[src/rtl/ks_seq_pkg.sv]
// Shared types and helpers for the limb-serial Kogge-Stone add/subtract sequencer.
package ks_seq_pkg;

    localparam int LIMB_W = 11;

    typedef enum logic [1:0] {
        IDLE,
        RUN,
        DONE
    } state_t;

    // Bit offset of limb idx inside a wide operand.
    function automatic int unsigned limbBase(input int unsigned idx);
        return idx * LIMB_W;
    endfunction

endpackage

[src/rtl/PPA_Kogge_Stone_11bit.sv]
// 11-bit Kogge-Stone parallel-prefix adder with carry in and carry out.
module PPA_Kogge_Stone_11bit
    import ks_seq_pkg::*;
(
    input  logic [LIMB_W-1:0] i_a,
    input  logic [LIMB_W-1:0] i_b,
    input  logic              i_cin,
    output logic [LIMB_W-1:0] o_sum,
    output logic              o_cout
);

    localparam int LEVELS = $clog2(LIMB_W);

    logic [LIMB_W-1:0] w_x;
    logic [LIMB_W-1:0] w_g;
    logic [LIMB_W-1:0] w_p;

    // Prefix levels are updated in place; walking from the MSB down keeps the
    // lower bits at their previous-level values while they are still needed.
    always_comb begin
        w_x    = i_a ^ i_b;
        w_p    = w_x;
        w_g    = i_a & i_b;
        w_g[0] = (i_a[0] & i_b[0]) | (w_x[0] & i_cin);
        for (int lvl = 0; lvl < LEVELS; lvl++) begin
            for (int i = LIMB_W - 1; i >= (1 << lvl); i--) begin
                w_g[i] = w_g[i] | (w_p[i] & w_g[i - (1 << lvl)]);
                w_p[i] = w_p[i] & w_p[i - (1 << lvl)];
            end
        end
        o_sum  = w_x ^ {w_g[LIMB_W-2:0], i_cin};
        o_cout = w_g[LIMB_W-1];
    end

endmodule

[src/rtl/ks_multiword_addsub_seq.sv]
// Multi-precision add/subtract: streams LIMBS limbs, LSB first, through one shared
// 11-bit Kogge-Stone adder, chaining the carry through a register.
module ks_multiword_addsub_seq #(
    parameter int LIMB_W = 11,
    parameter int LIMBS  = 4
) (
    input  logic                      clk,
    input  logic                      rst_n,
    input  logic                      in_valid,
    output logic                      in_ready,
    input  logic                      op_sub,
    input  logic [LIMB_W*LIMBS-1:0]   a,
    input  logic [LIMB_W*LIMBS-1:0]   b,
    output logic                      out_valid,
    input  logic                      out_ready,
    output logic [LIMB_W*LIMBS-1:0]   sum,
    output logic                      cout,
    output logic                      ovf,
    output logic                      busy
);

    import ks_seq_pkg::*;

    localparam int W    = LIMB_W * LIMBS;
    localparam int IDXW = $clog2(LIMBS);
    localparam logic [IDXW-1:0] LAST_IDX = IDXW'(LIMBS - 1);

    state_t             r_state;
    logic [W-1:0]       r_a;
    logic [W-1:0]       r_b;
    logic               r_op;
    logic [IDXW-1:0]    r_idx;
    logic               r_carry;
    logic [W-LIMB_W-1:0] r_acc;
    logic [W-1:0]       r_sum;
    logic               r_cout;
    logic               r_ovf;

    logic [LIMB_W-1:0]  w_limbA;
    logic [LIMB_W-1:0]  w_limbB;
    logic [LIMB_W-1:0]  w_s;
    logic               w_cout;

    assign w_limbA = r_a[limbBase(32'(r_idx)) +: LIMB_W];
    assign w_limbB = r_b[limbBase(32'(r_idx)) +: LIMB_W] ^ {LIMB_W{r_op}};

    PPA_Kogge_Stone_11bit u_adder (
        .i_a    (w_limbA),
        .i_b    (w_limbB),
        .i_cin  (r_carry),
        .o_sum  (w_s),
        .o_cout (w_cout)
    );

    // Lower limbs collect in r_acc so the visible sum changes only on the final limb.
    always_ff @(posedge clk or negedge rst_n) begin
        if (!rst_n) begin
            r_state <= IDLE;
            r_a     <= '0;
            r_b     <= '0;
            r_op    <= 1'b0;
            r_idx   <= '0;
            r_carry <= 1'b0;
            r_acc   <= '0;
            r_sum   <= '0;
            r_cout  <= 1'b0;
            r_ovf   <= 1'b0;
        end else begin
            case (r_state)
                IDLE: begin
                    if (in_valid) begin
                        r_a     <= a;
                        r_b     <= b;
                        r_op    <= op_sub;
                        r_idx   <= '0;
                        r_carry <= op_sub;
                        r_state <= RUN;
                    end
                end
                RUN: begin
                    r_carry <= w_cout;
                    if (r_idx == LAST_IDX) begin
                        r_sum   <= {w_s, r_acc};
                        r_cout  <= w_cout;
                        r_ovf   <= (r_a[W-1] == w_limbB[LIMB_W-1]) &&
                                   (w_s[LIMB_W-1] != r_a[W-1]);
                        r_state <= DONE;
                    end else begin
                        r_acc[limbBase(32'(r_idx)) +: LIMB_W] <= w_s;
                        r_idx <= r_idx + 1'b1;
                    end
                end
                DONE: begin
                    if (out_ready) begin
                        r_state <= IDLE;
                    end
                end
                default: r_state <= IDLE;
            endcase
        end
    end

    assign in_ready  = (r_state == IDLE);
    assign out_valid = (r_state == DONE);
    assign busy      = (r_state != IDLE);
    assign sum       = r_sum;
    assign cout      = r_cout;
    assign ovf       = r_ovf;

endmodule

[config.mk]
export PLATFORM = sky130hd
export DESIGN_NAME = ks_multiword_addsub_seq
export DESIGN_NICKNAME = d
export VERILOG_FILES = /design/src/rtl/ks_seq_pkg.sv /design/src/rtl/PPA_Kogge_Stone_11bit.sv /design/src/rtl/ks_multiword_addsub_seq.sv
export SDC_FILE = /design/constraint.sdc
export NUM_CORES = 1
export LEC_CHECK = 0
export ABC_AREA = 1
export ABC_CLOCK_PERIOD_IN_PS = 2700
export CORE_MARGIN = 1.5
export CORE_UTILIZATION = 40
export DETAILED_ROUTE_END_ITERATION = 10
export GPL_TIMING_DRIVEN = 0
export PLACE_DENSITY = 0.63
export SYNTH_ARGS = -nofsm -noshare
export SYNTH_HDL_FRONTEND = slang
export SYNTH_SLANG_ARGS = --single-unit
[constraint.sdc]
create_clock -name clk -period 2.7 [get_ports clk]
set_clock_uncertainty 0.15 [all_clocks]
set_input_delay 0.27 -clock clk [delete_from_list [all_inputs] [get_ports clk]]
set_output_delay 0.27 -clock clk [all_outputs]
set_load 0.01 [all_outputs]
# Yosys cells after proc, flatten, opt, wreduce, memory -nomap -nowiden
# Index checks and enable logic that the tools add are counted.
[word_totals]
reg_bits = 173
inputBits = 93
wordCells = 131
[op_classes]
n_addsub = 2
multipliers = 1
eq_ne = 9
shift = 4
n_mux = 10
bitwise_logic = 85
n_reduce_logical = 10
[op_table]
columns = ["op", "n"]
rows = [
  ["$shiftx A44 B7 Y11", 2],
  ["$and A1 B1 Y1", 50],
  ["$neg A6 Y34", 1],
  ["$shift A11 B34 Y33 const A", 1],
  ["$shiftx A11 B34 Y33", 1],
  ["$bwmux W33", 1],
  ["$xor A11 B11 Y11", 3],
  ["$or A1 B1 Y1", 30],
  ["$and A11 B11 Y11", 1],
  ["$mux W2", 5],
  ["$reduce_and A2 Y1", 4],
  ["$mul A2 B4 Y6 const B", 1],
  ["$ne A2 B2 Y1 const B", 3],
  ["$pmux W2 S3", 1],
  ["$reduce_and A3 Y1", 2],
  ["$eq A2 B2 Y1 const B", 2],
  ["$pmux W2 S2", 1],
  ["$reduce_bool A2 Y1", 2],
  ["$add A2 B1 Y2 const B", 1],
  ["$eq A2 B1 Y1 const B", 1],
  ["$logic_not A2 Y1", 1],
  ["$ne A2 B1 Y1 const B", 1],
  ["$pmux W1 S2", 1],
  ["$eq A1 B1 Y1", 1],
  ["other kinds (4)", 4],
]

# Longest topological paths before layout
# Gate-level depths: netlist of run 1.
[logic_depth]
depth_word = 15
ltp_mapped = 18

# By module
# From an unflattened synthesis of run 1, not the netlist that was laid out.
[unflattened]
cells_unflattened = 985
area_unflattened_um2 = 8086.5
[by_module_without_submodules]
columns = ["module", "instances", "cells_each", "area_each_um2", "seq_area_each_um2"]
rows = [
  ["ks_multiword_addsub_seq", 1, 878, 7505.9, 4329.2],
  ["PPA_Kogge_Stone_11bit", 1, 107, 580.6, 0.0],
]

# Worst setup path after synthesis of run 1
# OpenSTA, ideal clock, no wires.
[synth_timing]
path_kind = "register to register"
startpoint = "reg r_idx[0]"
endpoint = "reg r_acc[19]"
setup_ps = 65
arrival_ps = 2605
t_required_ps = 2485
path_slack_ps = -120
stages_incl_launch_ff = 15
path_buffers = 3
cell_sequence = "dfrtp_1 > buf_4 > inv_2 > buf_6 > buf_6 > nand2_1 > a32o_1 > fa_1 > fa_1 > nor2_1 > o21ai_0 > nand2_1 > xor2_1 > nand3_1 > nand2_1"
[synth_between]
elab_chain_len = 15
word_cells_on_any_way = 83
classes_between = "add/sub: 1; mul: 1; eq/ne: 1; shift: 4; mux: 1; bitwise: 74; reduce/logical: 1"
[synth_rtl]
columns = ["item", "line", "rtl"]
rows = [
  ["start: declaration", "ks_multiword_addsub_seq.sv:32", "logic [IDXW-1:0] r_idx;"],
  ["start signal: assignment", "ks_multiword_addsub_seq.sv:90", "r_idx <= r_idx + 1'b1;"],
  ["$mul A2 B4 Y6", "ks_seq_pkg.sv:14", "return idx * LIMB_W;"],
  ["$shiftx A44 B7 Y11", "ks_multiword_addsub_seq.sv:45", "assign w_limbB = r_b[limbBase(32'(r_idx)) +: LIMB_W] ^ {LIMB_W{r_op}};"],
  ["$xor A11 B11 Y11", "ks_multiword_addsub_seq.sv:45", ""],
  ["$xor A11 B11 Y11", "PPA_Kogge_Stone_11bit.sv:21", "w_x = i_a ^ i_b;"],
  ["$and A1 B1 Y1", "PPA_Kogge_Stone_11bit.sv:24", "w_g[0] = (i_a[0] & i_b[0]) | (w_x[0] & i_cin);"],
  ["$or A1 B1 Y1", "PPA_Kogge_Stone_11bit.sv:24", ""],
  ["$and A1 B1 Y1", "PPA_Kogge_Stone_11bit.sv:27", "w_g[i] = w_g[i] | (w_p[i] & w_g[i - (1 << lvl)]);"],
  ["$or A1 B1 Y1", "PPA_Kogge_Stone_11bit.sv:27", ""],
  ["$and A1 B1 Y1", "PPA_Kogge_Stone_11bit.sv:27", ""],
  ["$or A1 B1 Y1", "PPA_Kogge_Stone_11bit.sv:27", ""],
  ["$and A1 B1 Y1", "PPA_Kogge_Stone_11bit.sv:27", ""],
  ["$or A1 B1 Y1", "PPA_Kogge_Stone_11bit.sv:27", ""],
  ["$xor A11 B11 Y11", "PPA_Kogge_Stone_11bit.sv:31", "o_sum = w_x ^ {w_g[LIMB_W-2:0], i_cin};"],
  ["$shiftx A11 B34 Y33", "ks_multiword_addsub_seq.sv:89", "r_acc[limbBase(32'(r_idx)) +: LIMB_W] <= w_s;"],
  ["$bwmux W33", "ks_multiword_addsub_seq.sv:89", ""],
  ["end signal: indexed assignment", "ks_multiword_addsub_seq.sv:89", ""],
  ["end: declaration", "ks_multiword_addsub_seq.sv:34", "logic [W-LIMB_W-1:0] r_acc;"],
]
# Several ways; a longest one is shown, not always the timed one.
# A chain may end at the register's enable or synchronous reset.

# Worst setup path after layout of run 1
[layout_timing]
startpoint = "reg r_idx[0]"
endpoint = "reg r_acc[4]"
# Same word-level chain as after synthesis.

==> results of run 1 <==
## how the worst max path moves through the flow
stage	to	cells after the start	slack (ns)	startpoint
after floorplan	sum[39]	13	0.01	r_idx[0]
after global placement	sum[14]	1	-5.97	rst_n
after detailed placement	r_acc[27]	13	-0.69	r_idx[1]
after CTS	r_acc[19]	14	-0.13	r_idx[0]
after global routing	r_acc[4]	15	-0.24	r_idx[0]
final	r_acc[4]	15	-0.15	r_idx[0]
## through the flow
| step | util (%) | cells | instance area (um^2) | hold slack, ns |
|---|---|---|---|---|
| 3_3_place_gp | 49.9 | 1361 | 9710 | 0.308 |
| 5_1_grt | 58.0 | 1422 | 11300 | 0.218 |
| 3_5_place_dp | 50.0 | 1362 | 9740 | 0.181 |
| 4_1_cts | 55.7 | 1413 | 10800 | 0.210 |
| 2_1_floorplan | - | 955 | 7970 | -0.176 |
| 6_report | 58.0 | 1422 | 11300 | 0.213 |
## cell families (layout without fill, tap and decap cells)
group | after synthesis | count (layout)
adders and majority gates | 17 | 17
and+or+nand+nor | 511 | 511
xor gates and xnor gates | 15 | 15
AOI/OAI and AO/OA | 136 | 136
DFF | 173 | 173
buffers and inverters | 103 | 305
## metal layers
metal  global-route usage (%)  vias to the layer above  share of wire [%]
li1                         -                     3402                  -
met1                     30.1                     3248                 45
met4                     5.10                        0                1.6
met3                     3.81                       30                4.8
met5                        0                        -                  0
met2                     35.0                      224                 49
## cell usage after synthesis (all sizes together)
master | instances | area share (%)
a21o | 1 | 0.094
fa | 2 | 0.50
a32o | 2 | 0.25
nand4 | 6 | 0.66
xor2 | 14 | 1.5
inv | 59 | 2.8
ha | 15 | 2.4
xnor2 | 1 | 0.11
nand2 | 421 | 20
a32oi | 1 | 0.11
or2 | 4 | 0.31
nor3 | 3 | 0.47
a21oi | 13 | 0.82
o22ai | 33 | 2.6
o31ai | 1 | 0.094
dfrtp | 173 | 54
nor2 | 53 | 2.8
o21bai | 1 | 0.094
buf | 27 | 2.2
nand3 | 24 | 1.5
o21ai | 84 | 5.3
clkbuf | 17 | 0.82
## sequential cells by signal, indices dropped and copies added (netlist names)
name / cells
ovf: 1
r_idx: 2
r_a: 44
cout: 1
r_carry: 1
r_b: 44
r_op: 1
r_acc: 33
sum: 44
r_state: 2
## tightest hold or removal path: stages
cell and delay, ns:
clkdlybuf4s50_1 0.39, nand2_1 0.06, nand2_1 0.04
## repair_timing
item                                   in CTS  in global routing
endpoints found under the hold margin      89                  0
gates cloned                                2                  0
gates resized for setup                    98                 98
hold buffers                                1                  0
pin swaps                                  39                 32
setup buffers                              16                 10
setup endpoints to repair                  45                 41
## area by class of cell
cell class	instances	area share, %
clock buffer	22	4.29
clock inverter	10	0.931
inverter	59	2.05
buffer	44	2.75
timing repair buffer	170	15.0
tap	265	2.94
multi-input combinational	679	33.7
sequential	173	38.3
==> impl_results.md, run 1 <==
* FF-to-FF End: r_acc[4]
* Post-synth cell types at 34
* # IOs at ~140
* Drt total wl at 22.1 mm
* Net count after synthesis at 1065
* Share of cells above drive strength 1 at 19.0%
* Vias in the first global route at ~6500
* ANT nets after route at 0
* DRC marker count from the first detailed-route iteration at roughly 550
* CP max stage delay at 0.39 ns
* Failing checks: setup timing
* Via count at 6904
* Adder-Cell Fraction of Synth Area at between 2 and 3%
* Crit-path cells: buf_6 > inv_8 > buf_8 > buf_8 > nand2_2 > a32o_2 > fa_2 > fa_2 > nor2_4 > buf_6 > nor2_4 > xnor2_2 > buf_4 > nand2_1 > o21ai_1
* Cells on Worst Hold Path at 3
* Initial antenna violation count at 0
* CP arrival at just over 3 ns
* Post-DP HPWL at 15.1 mm
* Worst-Margin Slew at around 0.69 ns
* Die H at between 100 and 150 um
* Syn avg cell area at approximately 8.3 um^2
* Critical Path Sink Type: flop
* Setup ws final at -0.150 ns
* Mapped Area at roughly 8000 um^2
* Worst hold start: a[13]
* Post-synthesis mux area share at 0%
* Fillers at roughly 1700
* Fin crit period at 2.85 ns
* Ys Warns at 0
* Drt pass-1 iters at 5
* Pre-CTS setup slack at -0.691 ns
* Cells on worst reg2reg path at 15
* CTS Root Cell: clkbuf_16
* Hold Path End: r_a[13]
* Crit path launch type: flop
* TNS Setup at -2.20 ns
* Worst-path maximum fanout at 6
* Worst hold-check path type: in -> reg
* Number of max-cap violations at 0
* DRC at 0
* Outcome: finished with violations
* Port-buffer cells at ~140
* TritonCTS clock tree: built
* CTS max path bufs at 2
* Multi-input logic area at approximately 3800 um^2
* # H-tree levels at 4
* TritonCTS buffer count at 17
* CP required at 2.87 ns
* Worst path top cell family by delay: adder cells
* FF/Latch Area at approximately 4300 um^2
* Via density at 4.86
* Slowest cell on crit path: dfrtp_1
* Largest net degree at the start of global routing at 91
* Commonest cells after routing, fill and taps aside: 388 x nand2_1, 172 x dfrtp_1, 140 x clkdlybuf4s50_1
* Clock slew at reported path FFs at approximately 0.070 ns
* Buf/Inv on CP at 6
* Achievable frequency at 0.351 GHz
* Slew Limit Fails at 0
* Worst relative slew slack at a little over half
* Final Hold Violating Endpoints at 0
* Setup Crit Path Kind: reg -> reg
* Rows at just over 50
* Setup violations, final at 27
* R2r startpoint: r_idx[0]
* Chip Width at between 100 and 150 um
* Most common cell after layout, fill and taps aside: nand2_1
* Post-Synth Simple-Gate Area at between 20% and 30%
* RSZ-0062 raised after global routing: yes
* Clock latency on the worst-skew pair at between 0.4 and 0.5 ns
* ANT cells at 0
* GRT overflow at 0
* Final nets at 1254
* XOR/XNOR Fraction of Synth Area at ~1.7%
* Largest family of logic cells by synthesized area: simple AND/OR/NAND/NOR gates
* Clock Sinks at approximately 170
* Placer Congestion at 0.912
* Gr usage total at a little over a fifth
* Cell count after synthesis at 955
* First-pass GRT wire length at 34.1 mm
* Final period utilization at 106%
* Reg2Reg Setup Slack at -0.15 ns
* Post-synthesis register bit count at around 170
* Initial Util at between 40% and 50%
* Die area at approximately 21000 um^2
* Core ar. at approximately 19000 um^2
* Synth Area in Compound Gates at 9.35%
* Syn-to-layout area delta at 42.0%
* DR WL/cell at roughly 16 um
* Sequential area share after synthesis at between 50% and 60%
Power of run 1 is left out: the tool's default activity adds up to more than one toggle a clock period on the data nets, which glitch-free logic cannot reach.
==> run 2: changes to the inputs <==
--- a/config.mk
+++ b/config.mk
@@ -10,7 +10,6 @@
 export CORE_MARGIN = 1.5
 export CORE_UTILIZATION = 40
 export DETAILED_ROUTE_END_ITERATION = 10
-export GPL_TIMING_DRIVEN = 0
 export PLACE_DENSITY = 0.63
 export SYNTH_ARGS = -nofsm -noshare
 export SYNTH_HDL_FRONTEND = slang
==> run 2 against run 1 <==
Net effect: the flow now finishes without violations; fmax up 6.2%; final cell count down 2.4%; global-route usage down 1.4 points; die area unchanged; routed wire length down 9.2%; non-clock buffer count down 33; final area down 4.3%; utilization down 2.5 points; sequential share of layout area up 1.7 points; worst hold slack worse by 0.045 ns; largest cell class unchanged.
==> impl_results.md, run 2 (synthesized netlist as in run 1, its figures left out) <==
* Chip Width at 144 um (unchanged)
* CP arrival at 2.85 ns (-0.17 ns)
* Critical Path Sink Type: flop
* Drt pass-1 iters at 5 (unchanged)
* # IOs at 142 (unchanged)
* Final Hold Slack at 0.168 ns (-0.0451 ns)
* CTS max path bufs at 2 (unchanged)
* Setup violations, final at 0 (-100%)
* Outcome: completed
* Worst-path maximum fanout at 7 (+1)
* Setup ws final at 0.0162 ns (+0.166 ns)
* Clock latency on the worst-skew pair at 0.43 ns (about the same)
* Largest net degree at the start of global routing at 88 (-3.3%)
* GRT overflow at 0 (unchanged)
* Clock Sinks at 173 (unchanged)
* Pre-CTS setup slack at -0.104 ns (+0.587 ns)
* Clock slew at reported path FFs at 0.07 ns (about the same)
* TritonCTS clock tree: built
* Commonest cells after routing, fill and taps aside: 399 x nand2_1, 172 x dfrtp_1, 140 x clkdlybuf4s50_1
* Worst-Margin Slew at 0.453 ns (-0.242 ns)
* Area of placed instances at 9780 um^2 (+0.44%)
* CP required at 2.87 ns (about the same)
* Achievable frequency at 0.373 GHz (+6.2%)
* Number of max-cap violations at 0 (unchanged)
* TritonCTS buffer count at 17 (unchanged)
* Setup Crit Path Kind: reg -> reg
* Via density at 4.86 (+0.12%)
* ANT cells at 0 (unchanged)
* Placer Congestion at 0.897 (-1.6%)
* DR WL/cell at 14.5 um (-6.9%)
* PD cells at between 1500 and 2000 nW/um^2
* Die area at 20700 um^2 (unchanged)
* Post-DP HPWL at 14.2 mm (-5.6%)
* Worst relative slew slack at 69.8% (+16 points)
* Core ar. at 19500 um^2 (unchanged)
* Slew Limit Fails at 0 (unchanged)
* Crit path launch type: flop
* P_leak at approximately 5.3 nW
* TNS Setup at 0 ns (+2.20 ns)
* Die H at 144 um (unchanged)
* Vias in the first global route at 6439 (-1.4%)
* VDD IR max at 0.00115 V
* Port-buffer cells at 141 (unchanged)
* Final period utilization at 99.4% (-6.1 points)
* Initial Util at 40.9% (unchanged)
* DRC marker count from the first detailed-route iteration at 510 (-7.4%)
* Worst hold-check path type: in -> async
* Post-route cell area at 10800 um^2 (-4.3%)
* First-pass GRT wire length at 32.2 mm (-5.7%)
* Syn-to-layout area delta at 35.9%
* Cells on worst reg2reg path at 14 (-1)
* Fin crit period at 2.68 ns (-0.166 ns)
* Rows at 51 (unchanged)
* CTS Root Cell: clkbuf_16
* Most common cell after layout, fill and taps aside: nand2_1
* Drt total wl at 20.1 mm (-9.2%)
* ANT nets after route at 0 (unchanged)
* Initial antenna violation count at 0 (unchanged)
* Final Hold Violating Endpoints at 0 (unchanged)
* # H-tree levels at 4 (unchanged)
* Gr usage total at 20.2% (-1.4 points)
* DRC at 0 (unchanged)
* Share of cells above drive strength 1 at 13.1% (-5.9 points)
* RSZ-0062 raised after global routing: yes
* Via count at 6747 (-2.3%)
* Final nets at 1221 (-2.6%)
run 2: cell types whose count changed in the layout (fill, tap and decap cells not counted), moves of 10 or more:
cell,previous run,this run
o22ai_2,16,5
buf_6,13,3
clkbuf_1,11,0
o22ai_1,17,28
nand2_1,388,399
buf_2,16,0
run 2: area by class of cell:
type / instances / area, um^2
inverters: 59 / 224
clock inverters: 11 / 155
well taps: 265 / 332
repair buffers: 181 / 1900
flip-flops and latches: 173 / 4330
multi-input cells: 679 / 3400
clock buffers: 20 / 467
fillers: 1764 / 8650
run 2: power by group:
part / switching (mW) / total [mW] / internal, mW / leakage [nW]
Combinational: 5.92 / 10.3 / 4.39 / 2.73
Sequential: 0.675 / 4.35 / 3.68 / 2.24
Clock: 1.03 / 2.57 / 1.54 / 0.297
run 2: what timing repair did:
action / in CTS / in global routing
hold buffers: 1 / 0
pin swaps: 1 / 19
setup endpoints to repair: 18 / 40
buffers inserted: 1 / 7
endpoints found under the hold margin: 42 / 0
gates cloned: 1 / 2
resized for setup: 9 / 72
run 2: worst max-delay path, stage by stage, from the launching register on:
cell	delay, ns
dfrtp_2	0.45
inv_4	0.12
buf_12	0.13
nor2_1	0.04
o22ai_1	0.21
xor2_1	0.24
ha_2	0.37
a21oi_2	0.19
nor2_1	0.05
nor2_1	0.11
nand2_2	0.08
xor2_1	0.14
buf_4	0.15
nand3_1	0.07
nand2_1	0.06
run 2: path summary, 6_finish.rpt:
kind	start	to	slack, ns
max in group asynchronous	rst_n	r_acc[16]	1.50
min reg2reg	sum[18]	sum[18]	0.32
max reg2reg	r_idx[0]	r_acc[18]	0.02
max	r_idx[0]	r_acc[18]	0.02
min in group clk	a[39]	r_a[39]	0.22
min	rst_n	r_b[6]	0.17
run 2: routing by layer:
metal / GRT usage, % / share of wire (%) / wire (um)
met1: 28.1 / 46 / 9160
met2: 31.5 / 48 / 9560
met3: 4.14 / 5.0 / 996
met4: 6.50 / 1.7 / 350
met5: 0 / 0 / 0
run 2: metrics by stage:
step / total power, mW / utilization (%) / std cells
after detailed placement: 12.9 / 50.3 / 1345
after global routing: 18.5 / 55.5 / 1388
after global placement: 12.8 / 50.3 / 1345
after CTS: 15.8 / 53.9 / 1379
after floorplan: 9.69 / - / 955
final: 17.2 / 55.5 / 1388
Note: power is estimated with default switching activity, not from simulation.
